`src/rtl/cmp_serial_pkg.sv`:
```
// Shared op encodings, FSM states and helpers for the chunk-serial integer comparator.
package cmp_serial_pkg;

  localparam logic [1:0] CMP_OP_LT = 2'b00;
  localparam logic [1:0] CMP_OP_LE = 2'b01;
  localparam logic [1:0] CMP_OP_EQ = 2'b10;
  localparam logic [1:0] CMP_OP_NE = 2'b11;

  typedef enum logic [1:0] {
    ST_IDLE = 2'b00,
    ST_RUN  = 2'b01,
    ST_DONE = 2'b10
  } cmp_state_t;

  // Chunk counter width; never narrower than one bit.
  function automatic int cnt_width(input int nch);
    return (nch > 2) ? $clog2(nch) : 1;
  endfunction

  function automatic logic cmp_result(input logic [1:0] op, input logic decided,
                                      input logic lt);
    logic r;
    r = 1'b0;
    case (op)
      CMP_OP_LT: r = lt;
      CMP_OP_LE: r = lt | ~decided;
      CMP_OP_EQ: r = ~decided;
      CMP_OP_NE: r = decided;
      default:   r = 1'b0;
    endcase
    return r;
  endfunction

endpackage

```
`src/rtl/cmp_chunk_uint.sv`:
```
// Combinational DIGIT-bit unsigned compare; zero latency, no flow control.
// IMPL_TYPE 0 uses the relational operator, any other value an MSB-first bit scan.
module cmp_chunk_uint #(
  parameter int DIGIT     = 4,
  parameter int IMPL_TYPE = 0
) (
  input  logic [DIGIT-1:0] a,
  input  logic [DIGIT-1:0] b,
  output logic             chunk_lt,
  output logic             chunk_eq
);

  if (IMPL_TYPE == 0) begin : g_rel
    assign chunk_lt = (a < b);
    assign chunk_eq = (a == b);
  end else begin : g_scan
    always_comb begin
      chunk_lt = 1'b0;
      chunk_eq = 1'b1;
      for (int i = DIGIT - 1; i >= 0; i--) begin
        if (chunk_eq && (a[i] != b[i])) begin
          chunk_lt = b[i];
          chunk_eq = 1'b0;
        end
      end
    end
  end

endmodule

```
`src/rtl/cmp_int_serial.sv`:
```
// Chunk-serial signed/unsigned LT/LE/EQ/NE comparator, MSB chunk first, NCH+1 cycle latency
// (first-difference exit with CMP_SERIAL_EARLY_EXIT_EN); single request in flight, result held under out_ready=0.
module cmp_int_serial
  import cmp_serial_pkg::*;
#(
  parameter int WIDTH     = 32,
  parameter int DIGIT     = 4,
  parameter int IMPL_TYPE = 0
) (
  input  logic             clk,
  input  logic             rst,
  input  logic             in_valid,
  output logic             in_ready,
  input  logic [WIDTH-1:0] a,
  input  logic [WIDTH-1:0] b,
  input  logic             is_signed,
  input  logic [1:0]       op,
  output logic             out_valid,
  input  logic             out_ready,
  output logic             y
);

  localparam int NCH = WIDTH / DIGIT;
  localparam int CW  = cnt_width(NCH);

  if ((WIDTH % DIGIT) != 0 || WIDTH < 2) begin : g_bad_cfg
    $error("cmp_int_serial: WIDTH must be a multiple of DIGIT and at least 2");
  end

  cmp_state_t       state_q, state_d;
  logic [WIDTH-1:0] a_q, b_q;
  logic [1:0]       op_q;
  logic [CW-1:0]    cnt_q;
  logic             decided_q, lt_q, y_q;
  logic             chunk_lt, chunk_eq;
  logic             decided_d, lt_d, last, run_exit;
  logic [WIDTH-1:0] sign_flip;

  // Operands shift left each RUN cycle, so the top DIGIT bits are always chunk cnt.
  cmp_chunk_uint #(.DIGIT(DIGIT), .IMPL_TYPE(IMPL_TYPE)) u_chunk (
    .a        (a_q[WIDTH-1 -: DIGIT]),
    .b        (b_q[WIDTH-1 -: DIGIT]),
    .chunk_lt (chunk_lt),
    .chunk_eq (chunk_eq)
  );

  assign sign_flip = {is_signed, {(WIDTH-1){1'b0}}};
  assign decided_d = decided_q | ~chunk_eq;
  assign lt_d      = decided_q ? lt_q : (~chunk_eq & chunk_lt);
  assign last      = (cnt_q == CW'(NCH - 1));

`ifdef CMP_SERIAL_EARLY_EXIT_EN
  assign run_exit = last | ~chunk_eq;
`else
  assign run_exit = last;
`endif

  always_comb begin
    state_d = state_q;
    case (state_q)
      ST_IDLE: if (in_valid) state_d = ST_RUN;
      ST_RUN:  if (run_exit) state_d = ST_DONE;
      ST_DONE: if (out_ready) state_d = ST_IDLE;
      default: state_d = ST_IDLE;
    endcase
  end

  always_ff @(posedge clk) begin
    if (rst) begin
      state_q   <= ST_IDLE;
      a_q       <= '0;
      b_q       <= '0;
      op_q      <= CMP_OP_LT;
      cnt_q     <= '0;
      decided_q <= 1'b0;
      lt_q      <= 1'b0;
      y_q       <= 1'b0;
    end else begin
      state_q <= state_d;
      case (state_q)
        ST_IDLE: begin
          if (in_valid) begin
            // Inverting the sign bit maps two's-complement order onto unsigned order.
            a_q       <= a ^ sign_flip;
            b_q       <= b ^ sign_flip;
            op_q      <= op;
            cnt_q     <= '0;
            decided_q <= 1'b0;
            lt_q      <= 1'b0;
          end
        end
        ST_RUN: begin
          a_q       <= a_q << DIGIT;
          b_q       <= b_q << DIGIT;
          cnt_q     <= cnt_q + CW'(1);
          decided_q <= decided_d;
          lt_q      <= lt_d;
          if (run_exit) y_q <= cmp_result(op_q, decided_d, lt_d);
        end
        default: ;
      endcase
    end
  end

  assign in_ready  = (state_q == ST_IDLE) & ~rst;
  assign out_valid = (state_q == ST_DONE);
  assign y         = y_q;

endmodule

```
`config.mk`:
```
export PLATFORM = sky130hd
export DESIGN_NAME = cmp_int_serial
export DESIGN_NICKNAME = d
export VERILOG_FILES = /design/src/rtl/cmp_serial_pkg.sv /design/src/rtl/cmp_chunk_uint.sv /design/src/rtl/cmp_int_serial.sv
export SDC_FILE = /design/constraint.sdc
export NUM_CORES = 1
export LEC_CHECK = 0
export CORE_UTILIZATION = 30
export DETAILED_ROUTE_END_ITERATION = 10
export HOLD_SLACK_MARGIN = 0.12
export PLACE_DENSITY_LB_ADDON = 0.25
export SLEW_MARGIN = 10
export SYNTH_ARGS = -nofsm -noshare
export SYNTH_HDL_FRONTEND = slang
export SYNTH_SLANG_ARGS = --single-unit
```
`constraint.sdc`:
```
create_clock -name clk -period 1.97 [get_ports clk]
set_input_delay 0.2955 -clock clk [delete_from_list [all_inputs] [get_ports clk]]
set_output_delay 0.2955 -clock clk [all_outputs]
set_load 0.05 [all_outputs]
```
==> results by group, run 1 <==
Outcome
  – Status: complete, no violations

STA
  – Slew Limit Fails: 0
  – Slew @ Worst Pin: 0.4896 ns
  – Achievable Freq: 0.5714 GHz
  – Slew headroom: 0.6725
  – Post-route clock period utilization: 0.8884
  – Setup violations, final: 0
  – Final setup TNS: 0 ns
  – Fin Hold WS: 0.3868 ns
  – Final Hold Viols: 0
  – Setup Skew: 0.006871 ns
  – Min Tclk post-route: 1.750 ns
  – RSZ-0062 raised after global routing: false

Floorplanning
  – Core Box Area: 11030 µm²
  – Initial core utilization: 0.3120
  – Die width: 109.1 µm
  – Die area: 11910 µm²
  – Chip Height: 109.1 µm
  – # rows: 38
  – # IOs: 74

Clock network
  – CTS Buf Count: 9
  – Clk buf depth: 2
  – Post-CTS setup buffers: 0
  – Post-CTS Resized: 0
  – Root buf cell: clkbuf_16
  – Clk pin slew, worst setup/hold paths: 0.06 ns
  – CTS tree: done
  – Clock Latency Late Sink: 0.33 ns
  – CTS Hold Bufs: 0
  – H-tree Lvls: 3
  – Clock tree sinks: 74

Synth
  – Post-synthesis adder-cell area fraction: 0.02181
  – Most frequent cell after synthesis: nand2_1
  – Cell count after synthesis: 413
  – Proportion of synthesized area in mux cells: 0
  – Cell area after synthesis: 3442 µm²
  – Main area contributors after synthesis: dfxtp_1 43%, nand2_1 14%, a311oi_2 13%
  – Synth unique cells: 29
  – Largest family of logic cells by synthesized area: simple AND/OR/NAND/NOR gates
  – Synth warnings: 0
  – Ys async rst share: 0
  – Synth Area in XOR/XNOR: 0.007634
  – Synth Net Count: 490
  – FF+latch count, synth: 74
  – Simple-Gate Fraction of Synth Area: 0.2425
  – Synth top area share: 0.4304
  – EDFF count, synth: 0
  – Top_reg_cell synth: dfxtp_1
  – Largest area contributor in the netlist: dfxtp_1
  – Compound-Gate Fraction of Synth Area: 0.2359
  – Syn Area/Cell: 8.334 µm²
  – Synth top cells by count: 124 x nand2_1, 74 x dfxtp_1, 66 x nor2_1
  – Register area share after synthesis: 0.4304

Layout
  – Syn-to-layout area delta: 33.48%
  – Multi-input gate area: 1760 µm²
  – Final core occ: 0.4165
  – Final Net Count: 547
  – Share of post-route cells with drive strength above 1: 0.1305
  – Register Area: 1481 µm²
  – Fillers: 1120
  – Fin cells: 615
  – ANT cells: 0

Worst setup path
  – Required time worst endpoint: 1.67 ns
  – Worst-path cell chain: clkdlybuf4s50_1
  – R2R Setup Slk: 0.31 ns
  – CP delay by family, top: buffers and inverters
  – Worst path bufs/invs: 1
  – Crit path DAT: 1.45 ns
  – Worst Path Max Fanout: 2
  – R2R depth: 7
  – Crit Path Class: reg -> out
  – CP max-delay cell: clkdlybuf4s50_1
  – Critical path's largest stage delay: 0.80 ns
  – R2r startpoint: b_q[29]
  – Endpoint type of the worst setup path: output port
  – CP Depth: 1
  – Reg-to-reg endpoint: y
  – Startpoint types: flop

Drt
  – Routed wire length: 8.414 mm
  – DRC violations left: 0
  – Routed length per instance: 13.68 µm
  – DR vias: 3042
  – DR vias/cell: 4.946
  – Initial DRC Count: 134
  – Antenna Nets Post-Route: 0
  – Drt pass-1 iters: 5

Global routing
  – Vias in the first global route: 2786
  – GRT Residual Overflow: 0
  – Largest net degree at the start of global routing: 49
  – Initial antenna violation count: 0
  – First-pass GRT wire length: 13.64 mm
  – GRT Overall Usage: 0.1479

Placement
  – Placed cell count: 599
  – GP Congestion: 0.7268
  – Count of buffers from port buffering: 73
  – Half-perimeter wire length after detailed placement: 5.645 mm

Job
  – Max Cap Viol: 0

Power and ir drop
  – Internal: 2965 µW
  – PD cells: 880.8 nW/µm²
  – NetSw: 1082 µW
  – Static leakage: 0.001696 µW
  – Overall power: 4047 µW
  – Part of the power in combinational logic: 0.179
  – Sw Ratio: 0.2674
  – Worst vdd ir: 351.8 µV
  – Register share of total power: 0.423
  – Clock power frac: 0.398

Min path
  – Hold endpoint: decided_q
  – Hold Path Class: in -> reg
  – Min-delay src: rst
  – Cell depth of the worst hold path: 2
-- power groups by stage --
| stage | Combinational, µW | Clock, µW | Sequential (µW) |
|---|---|---|---|
| finish | 725 | 1610 | 1710 |
| global route | 805 | 1700 | 1730 |
| CTS | 734 | 1640 | 1710 |
| detailed placement | 731 | 0 | 1740 |
| global placement | 717 | 0 | 1740 |
| floorplan | 480 | 0 | 1720 |
-- sequential cells by signal, indices dropped and copies added (netlist names) --
signal and cells:
state_q 2, b_q 32, op_q 2, decided_q 1
cnt_q 3, a_q 32, lt_q 1, y 1
-- worst max path at each step --
stage,startpoint,end,slack (ns)
after CTS,y,y,0.19
after global placement,in_valid,b_q[28],0.27
final,y,y,0.22
after floorplan,rst,in_ready,0.40
after global routing,b_q[30],y,0.16
after detailed placement,in_valid,b_q[28],0.24
-- metrics by stage --
step | setup slack, ns | cell area [µm²]
floorplan | 0.4016 | 3447
global placement | 0.2738 | 4298
finish | 0.2199 | 4594
detailed placement | 0.2353 | 4298
CTS | 0.1942 | 4594
global route | 0.1619 | 4594
-- routing by layer --
metal	GRT usage	wire length (µm)	up-vias
li1	-	-	1544
met1	0.1936	3984	1429
met2	0.2354	3980	63
met3	0.03825	360	6
met4	0.04826	89	0
met5	0	0	-
-- cell type report --
cell class	count	share of cell area
Clock buffer	10	0.04984
Clock inverter	6	0.01471
Inverter	4	0.003268
Multi-Input combinational cell	299	0.3832
Sequential cell	74	0.3224
Tap cell	140	0.03813
Timing Repair Buffer	82	0.1885
-- cells in the final DEF (no fill, tap or decap), types with 2 or more instances in the layout --
cell type,n
a211oi_1,2
a21oi_1,16
a221oi_1,3
a311oi_1,25
a311oi_2,29
buf_12,6
buf_4,6
clkbuf_16,9
clkdlybuf4s50_1,70
clkinv_4,2
clkinvlp_4,2
dfxtp_1,74
ha_1,6
inv_1,4
nand2_1,123
nand3_1,11
nor2_1,66
nor2b_1,3
xnor2_1,3
-- cell families after synthesis --
group	after synthesis
AO/OA/AOI/OAI	79
XOR/XNOR	3
adder cells (fa/ha/maj)	6
buffers and inverters	40
flip-flops	74
AND/OR/NAND/NOR	211
(Power assumes the default switching activity.)
==> run 2: changes to the inputs <==
- CORE_UTILIZATION: 30 -> 40
- PLACE_DENSITY: not set -> 0.68
- PLACE_DENSITY_LB_ADDON: 0.25 -> not set
==> run 2 against run 1 <==
  * Global-route usage up 4.2 points
  * Combinational power about the same
  * Sequential cell count unchanged
  * Clock-buffer cell count unchanged
  * Routed wire length down 5.1%
  * Sequential share of layout area up 1.1 points
  * Power down 14%
==> results by group, run 2 (synthesis results as in run 1) <==
Clock network
  – Clock Latency Late Sink: 0.35 ns
  – Root buf cell: clkbuf_8
  – Post-CTS setup buffers: 0
  – H-tree Lvls: 3
  – Clk pin slew, worst setup/hold paths: 0.08 ns
  – CTS tree: done
  – Post-CTS Resized: 0
  – CTS Buf Count: 9
  – Clk buf depth: 2
  – CTS Hold Bufs: 0
  – Clock tree sinks: 74

Power and ir drop
  – NetSw: 1022 µW
  – Clock power frac: 0.304
  – Overall power: 3492 µW
  – Static leakage: 0.001650 µW
  – PD cells: 786.5 nW/µm²
  – Register share of total power: 0.489
  – Worst vdd ir: 405.2 µV
  – Sw Ratio: 0.2927
  – Part of the power in combinational logic: 0.207
  – Internal: 2470 µW

Drt
  – Initial DRC Count: 100
  – DRC violations left: 0
  – Antenna Nets Post-Route: 0
  – Routed length per instance: 13.70 µm
  – DR vias/cell: 5.178
  – M1 wire length: 3.807 mm
  – DR WL met2: 3.771 mm
  – DR vias: 3019
  – Drt pass-1 iters: 4
  – Routed wire length: 7.986 mm
  – Max Used Layer: met4
  – WL met3: 292 µm

STA
  – Achievable Freq: 0.5630 GHz
  – Setup Skew: 0.01178 ns
  – Final setup TNS: 0 ns
  – Final worst slack: 0.1938 ns
  – RSZ-0062 raised after global routing: false
  – Slew Limit Fails: 0
  – Slew @ Worst Pin: 0.5072 ns
  – Post-route clock period utilization: 0.9016
  – Final Hold Viols: 0
  – Setup violations, final: 0
  – Slew headroom: 0.6618
  – Min Tclk post-route: 1.776 ns

Worst setup path
  – Required time worst endpoint: 1.67 ns
  – R2R depth: 7
  – Worst path bufs/invs: 1
  – Crit path DAT: 1.48 ns
  – CP Depth: 1
  – Worst-path cell chain: clkdlybuf4s50_1
  – Reg-to-reg endpoint: y
  – Endpoint type of the worst setup path: output port
  – CP max-delay cell: clkdlybuf4s50_1
  – Crit Path Class: reg -> out
  – Worst Path Max Fanout: 2
  – Startpoint types: flop
  – R2R Setup Slk: 0.31 ns
  – R2r startpoint: b_q[29]
  – Critical path's largest stage delay: 0.80 ns
  – CP delay by family, top: buffers and inverters

Layout
  – Commonest non-fill, non-tap cells in the layout: 123 x nand2_1, 74 x dfxtp_1, 70 x clkdlybuf4s50_1, 66 x nor2_1, 29 x a311oi_2
  – Syn-to-layout area delta: 29.01%
  – Fillers: 786
  – Multi-input gate area: 1760 µm²
  – Most common cell after layout, fill and taps aside: nand2_1
  – Regs by FF count: a_q x32, b_q x32, cnt_q x3
  – Register Area: 1481 µm²
  – Share of post-route cells with drive strength above 1: 0.1381
  – Design area: 4441 µm²
  – Final Net Count: 550
  – ANT cells: 0

Floorplanning
  – Chip Height: 94.77 µm
  – Initial core utilization: 0.4168
  – # IOs: 74
  – Die area: 8980 µm²
  – # rows: 33
  – Die width: 94.77 µm
  – Core Box Area: 8258 µm²

Global routing
  – Initial antenna violation count: 0
  – GRT Residual Overflow: 0
  – Largest net degree at the start of global routing: 78
  – GRT Overall Usage: 0.1896
  – First-pass GRT wire length: 13.23 mm
  – Vias in the first global route: 2848

Min path
  – Hold Path Class: in -> reg
  – Cell depth of the worst hold path: 2
  – Min-delay src: rst
  – Hold endpoint: decided_q

Placement
  – Post-DP Area: 4262 µm²
  – Pre-CTS WS: 0.1909 ns
  – Count of buffers from port buffering: 73
  – GP Congestion: 0.7401
  – Half-perimeter wire length after detailed placement: 5.368 mm

Outcome
  – Status: complete, no violations

Job
  – Max Cap Viol: 0
## run 2: changes by cell type in the layout (fill, tap and decap cells not counted), moves of 2 or more
cell	delta
buf_4	+3
clkbuf_16	-9
clkbuf_8	+10
clkinv_4	-2
## run 2: routing by layer
layer  vias to the layer above  GRT usage
li1                       1549          -
met2                        54     0.3147
met3                        13    0.04911
met4                         0    0.05429
met5                         -          0
met1                      1403     0.2413
## run 2: worst max-delay path by stage
stage | startpoint | to | slack, ns
global placement | in_valid | a_q[10] | 0.29
finish | y | y | 0.19
CTS | y | y | 0.17
detailed placement | in_valid | b_q[24] | 0.19
floorplan | rst | in_ready | 0.40
global route | y | y | 0.13
## run 2: per-stage QoR
| step | hold slack, ns | instances | utilization |
|---|---|---|---|
| detailed placement | 0.4607 | 567 | 0.5161 |
| global placement | 0.4561 | 567 | 0.5161 |
| floorplan | 0.4315 | 413 | - |
| global route | 0.3826 | 583 | 0.5377 |
| CTS | 0.3552 | 583 | 0.5377 |
| finish | 0.3651 | 583 | 0.5377 |
## run 2: cell type report
type,instances,share of cell area
clock inverters,6,0.009298
well taps,105,0.02959
repair buffers,85,0.1967
multi-input cells,299,0.3964
clock buffers,10,0.03099
inverters,4,0.003381
flip-flops and latches,74,0.3336
## run 2: power by group through the flow
| stage | clock network, µW | registers (µW) | logic [µW] |
|---|---|---|---|
| 2_1_floorplan | 0 | 1720 | 480 |
| 3_3_place_gp | 0 | 1740 | 710 |
| 3_5_place_dp | 0 | 1740 | 722 |
| 4_1_cts | 1080 | 1710 | 728 |
| 5_1_grt | 1160 | 1730 | 798 |
| 6_report | 1060 | 1710 | 723 |
==> run 3: changes to the inputs <==
- PLACE_DENSITY: 0.68 -> 0.71
- clock period: 1.97 -> 1.44 ns (I/O delays scaled with it)
==> run 3 against run 2 <==
  * The run now ends with negative setup slack left
  * Clock skew grew 0.00084 ns
  * Combinational power increased by 58%
  * Die area unchanged
  * Sequential power grew 37%
  * Design area grew 7.3%
  * Hold slack worse by 0.080 ns
  * Largest cell class unchanged
  * Largest power group unchanged
  * Highest routed layer unchanged
==> results by group, run 3 (synthesis results as in run 1) <==
Worst setup path
  – Crit path DAT: 1.81 ns
  – Crit Path Class: reg -> reg
  – Worst Path Max Fanout: 2
  – R2R depth: 7
  – R2R Setup Slk: -0.09 ns
  – Endpoint type of the worst setup path: flop
  – Reg-to-reg endpoint: y
  – Crit path from: b_q[29]
  – Critical path's largest stage delay: 0.34 ns
  – Startpoint types: flop
  – CP endpoint: y
  – Required time worst endpoint: 1.72 ns
  – CP max-delay cell: dfxtp_2
  – R2r startpoint: b_q[29]
  – Worst-path cell chain: inv_2 > ha_4 > nor2b_1 > o211ai_1 > nand3_2 > a22o_1 > o31ai_2

Placement
  – GP Congestion: 0.7794
  – Post-DP Area: 4379 µm²
  – Half-perimeter wire length after detailed placement: 5.821 mm
  – Count of buffers from port buffering: 73
  – Pre-CTS WS: -0.2096 ns
  – Placed cell count: 578

Drt
  – Initial DRC Count: 133
  – Routed length per instance: 14.71 µm
  – Drt pass-1 iters: 4
  – DR vias/cell: 5.305
  – Routed wire length: 8.783 mm
  – DRC violations left: 0
  – DR vias: 3167
  – Antenna Nets Post-Route: 0

Job
  – Max Cap Viol: 0

Outcome
  – Violated checks: negative setup slack
  – Status: finished with violations

Layout
  – Multi-input gate area: 1876 µm²
  – Syn-to-layout area delta: 38.46%
  – Share of post-route cells with drive strength above 1: 0.2114
  – Commonest non-fill, non-tap cells in the layout: 123 x nand2_1, 70 x dfxtp_1, 69 x clkdlybuf4s50_1, 65 x nor2_1, 37 x a311oi_2
  – ANT cells: 0
  – Design area: 4766 µm²
  – Fin cells: 597
  – Register Area: 1486 µm²
  – Fillers: 756
  – Final Net Count: 564
  – Regs by FF count: a_q x32, b_q x32, cnt_q x3
  – Most common cell after layout, fill and taps aside: nand2_1

Clock network
  – CTS Hold Bufs: 0
  – Root buf cell: clkbuf_8
  – H-tree Lvls: 3
  – CTS tree: done
  – Clk buf depth: 2
  – Clock tree sinks: 74
  – Clock Latency Late Sink: 0.36 ns
  – Clk pin slew, worst setup/hold paths: 0.09 ns
  – CTS Buf Count: 9

Floorplanning
  – # IOs: 74
  – # rows: 33
  – Die width: 94.77 µm
  – Chip Height: 94.77 µm
  – Core Box Area: 8258 µm²
  – Initial core utilization: 0.4168
  – Die area: 8980 µm²

Power and ir drop
  – PD cells: 1092 nW/µm²
  – Internal: 3636 µW
  – Register share of total power: 0.452
  – Sw Ratio: 0.3010
  – Overall power: 5202 µW
  – Part of the power in combinational logic: 0.219
  – Clock power frac: 0.329
  – Worst vdd ir: 487.1 µV
  – NetSw: 1566 µW
  – Static leakage: 0.001782 µW

Global routing
  – GRT Residual Overflow: 0
  – Vias in the first global route: 3052
  – Initial antenna violation count: 0
  – Largest net degree at the start of global routing: 36
  – Busiest grt layer: met2
  – Grt met2 use: 0.3393
  – GRT Overall Usage: 0.2018
  – First-pass GRT wire length: 14.01 mm
  – Met3 Use GR: 0.04428
  – Met1 GRT Util: 0.2468

STA
  – Final worst slack: -0.08818 ns
  – Setup Skew: 0.01262 ns
  – Post-route clock period utilization: 1.061
  – Final setup TNS: -0.09626 ns
  – Slew @ Worst Pin: 0.4205 ns
  – RSZ-0062 raised after global routing: true
  – Final Hold Viols: 0
  – Slew Limit Fails: 0
  – Setup violations, final: 2
  – Achievable Freq: 0.6544 GHz
  – Slew headroom: 0.7197
  – Min Tclk post-route: 1.528 ns

Min path
  – Hold Path Class: in -> reg
==> run 3: worst max-delay path: cells and delay by family, from the launching register on <==
family	cells	cell delay, ns
adder cells (fa/ha/maj)	1	0.23
buffers and inverters	1	0.04
AO/OA/AOI/OAI	3	0.59
flip-flops	1	0.34
AND/OR/NAND/NOR	2	0.25
==> run 3: area by class of cell <==
type / count / share of cell area
well taps: 105 / 0.02757
multi-input cells: 299 / 0.3935
flip-flops and latches: 74 / 0.3119
inverters: 4 / 0.003150
repair buffers: 99 / 0.2203
clock inverters: 7 / 0.01759
clock buffers: 9 / 0.02599
==> run 3: per-layer routing <==
layer,share of wire,wire length (µm)
met2,0.51,4444
met1,0.43,3792
met5,0,0
met4,0.020,180
met3,0.042,366
==> run 3: worst min-delay path by stage <==
| stage | start | to | slack, ns | depth (start not counted) |
|---|---|---|---|---|
| after floorplan | op[1] | op_q[1] | 0.35 | 2 |
| after global placement | a_q[3] | a_q[3] | 0.46 | 2 |
| after detailed placement | a_q[2] | a_q[2] | 0.46 | 2 |
| after CTS | rst | a_q[1] | 0.27 | 2 |
| after global routing | rst | a_q[2] | 0.27 | 2 |
| final | rst | a_q[1] | 0.29 | 2 |
==> run 3: power groups by stage <==
stage / clock network [µW] / logic (µW) / registers (µW)
floorplan: 0 / 657 / 2350
global placement: 0 / 1010 / 2380
detailed placement: 0 / 1030 / 2380
CTS: 1750 / 1070 / 2350
global route: 1840 / 1250 / 2370
finish: 1710 / 1140 / 2350
==> run 3: timing repair <==
action	CTS	global route
cloned	0	1
buffers inserted	1	1
pin swaps	5	5
setup endpoints to repair	5	37
gates resized for setup	14	16
==> run 3: per-stage QoR <==
step | hold WS [ns] | util
floorplan | 0.3520 | -
global placement | 0.4551 | 0.5303
detailed placement | 0.4597 | 0.5303
CTS | 0.2654 | 0.5636
global route | 0.2722 | 0.5771
finish | 0.2856 | 0.5771
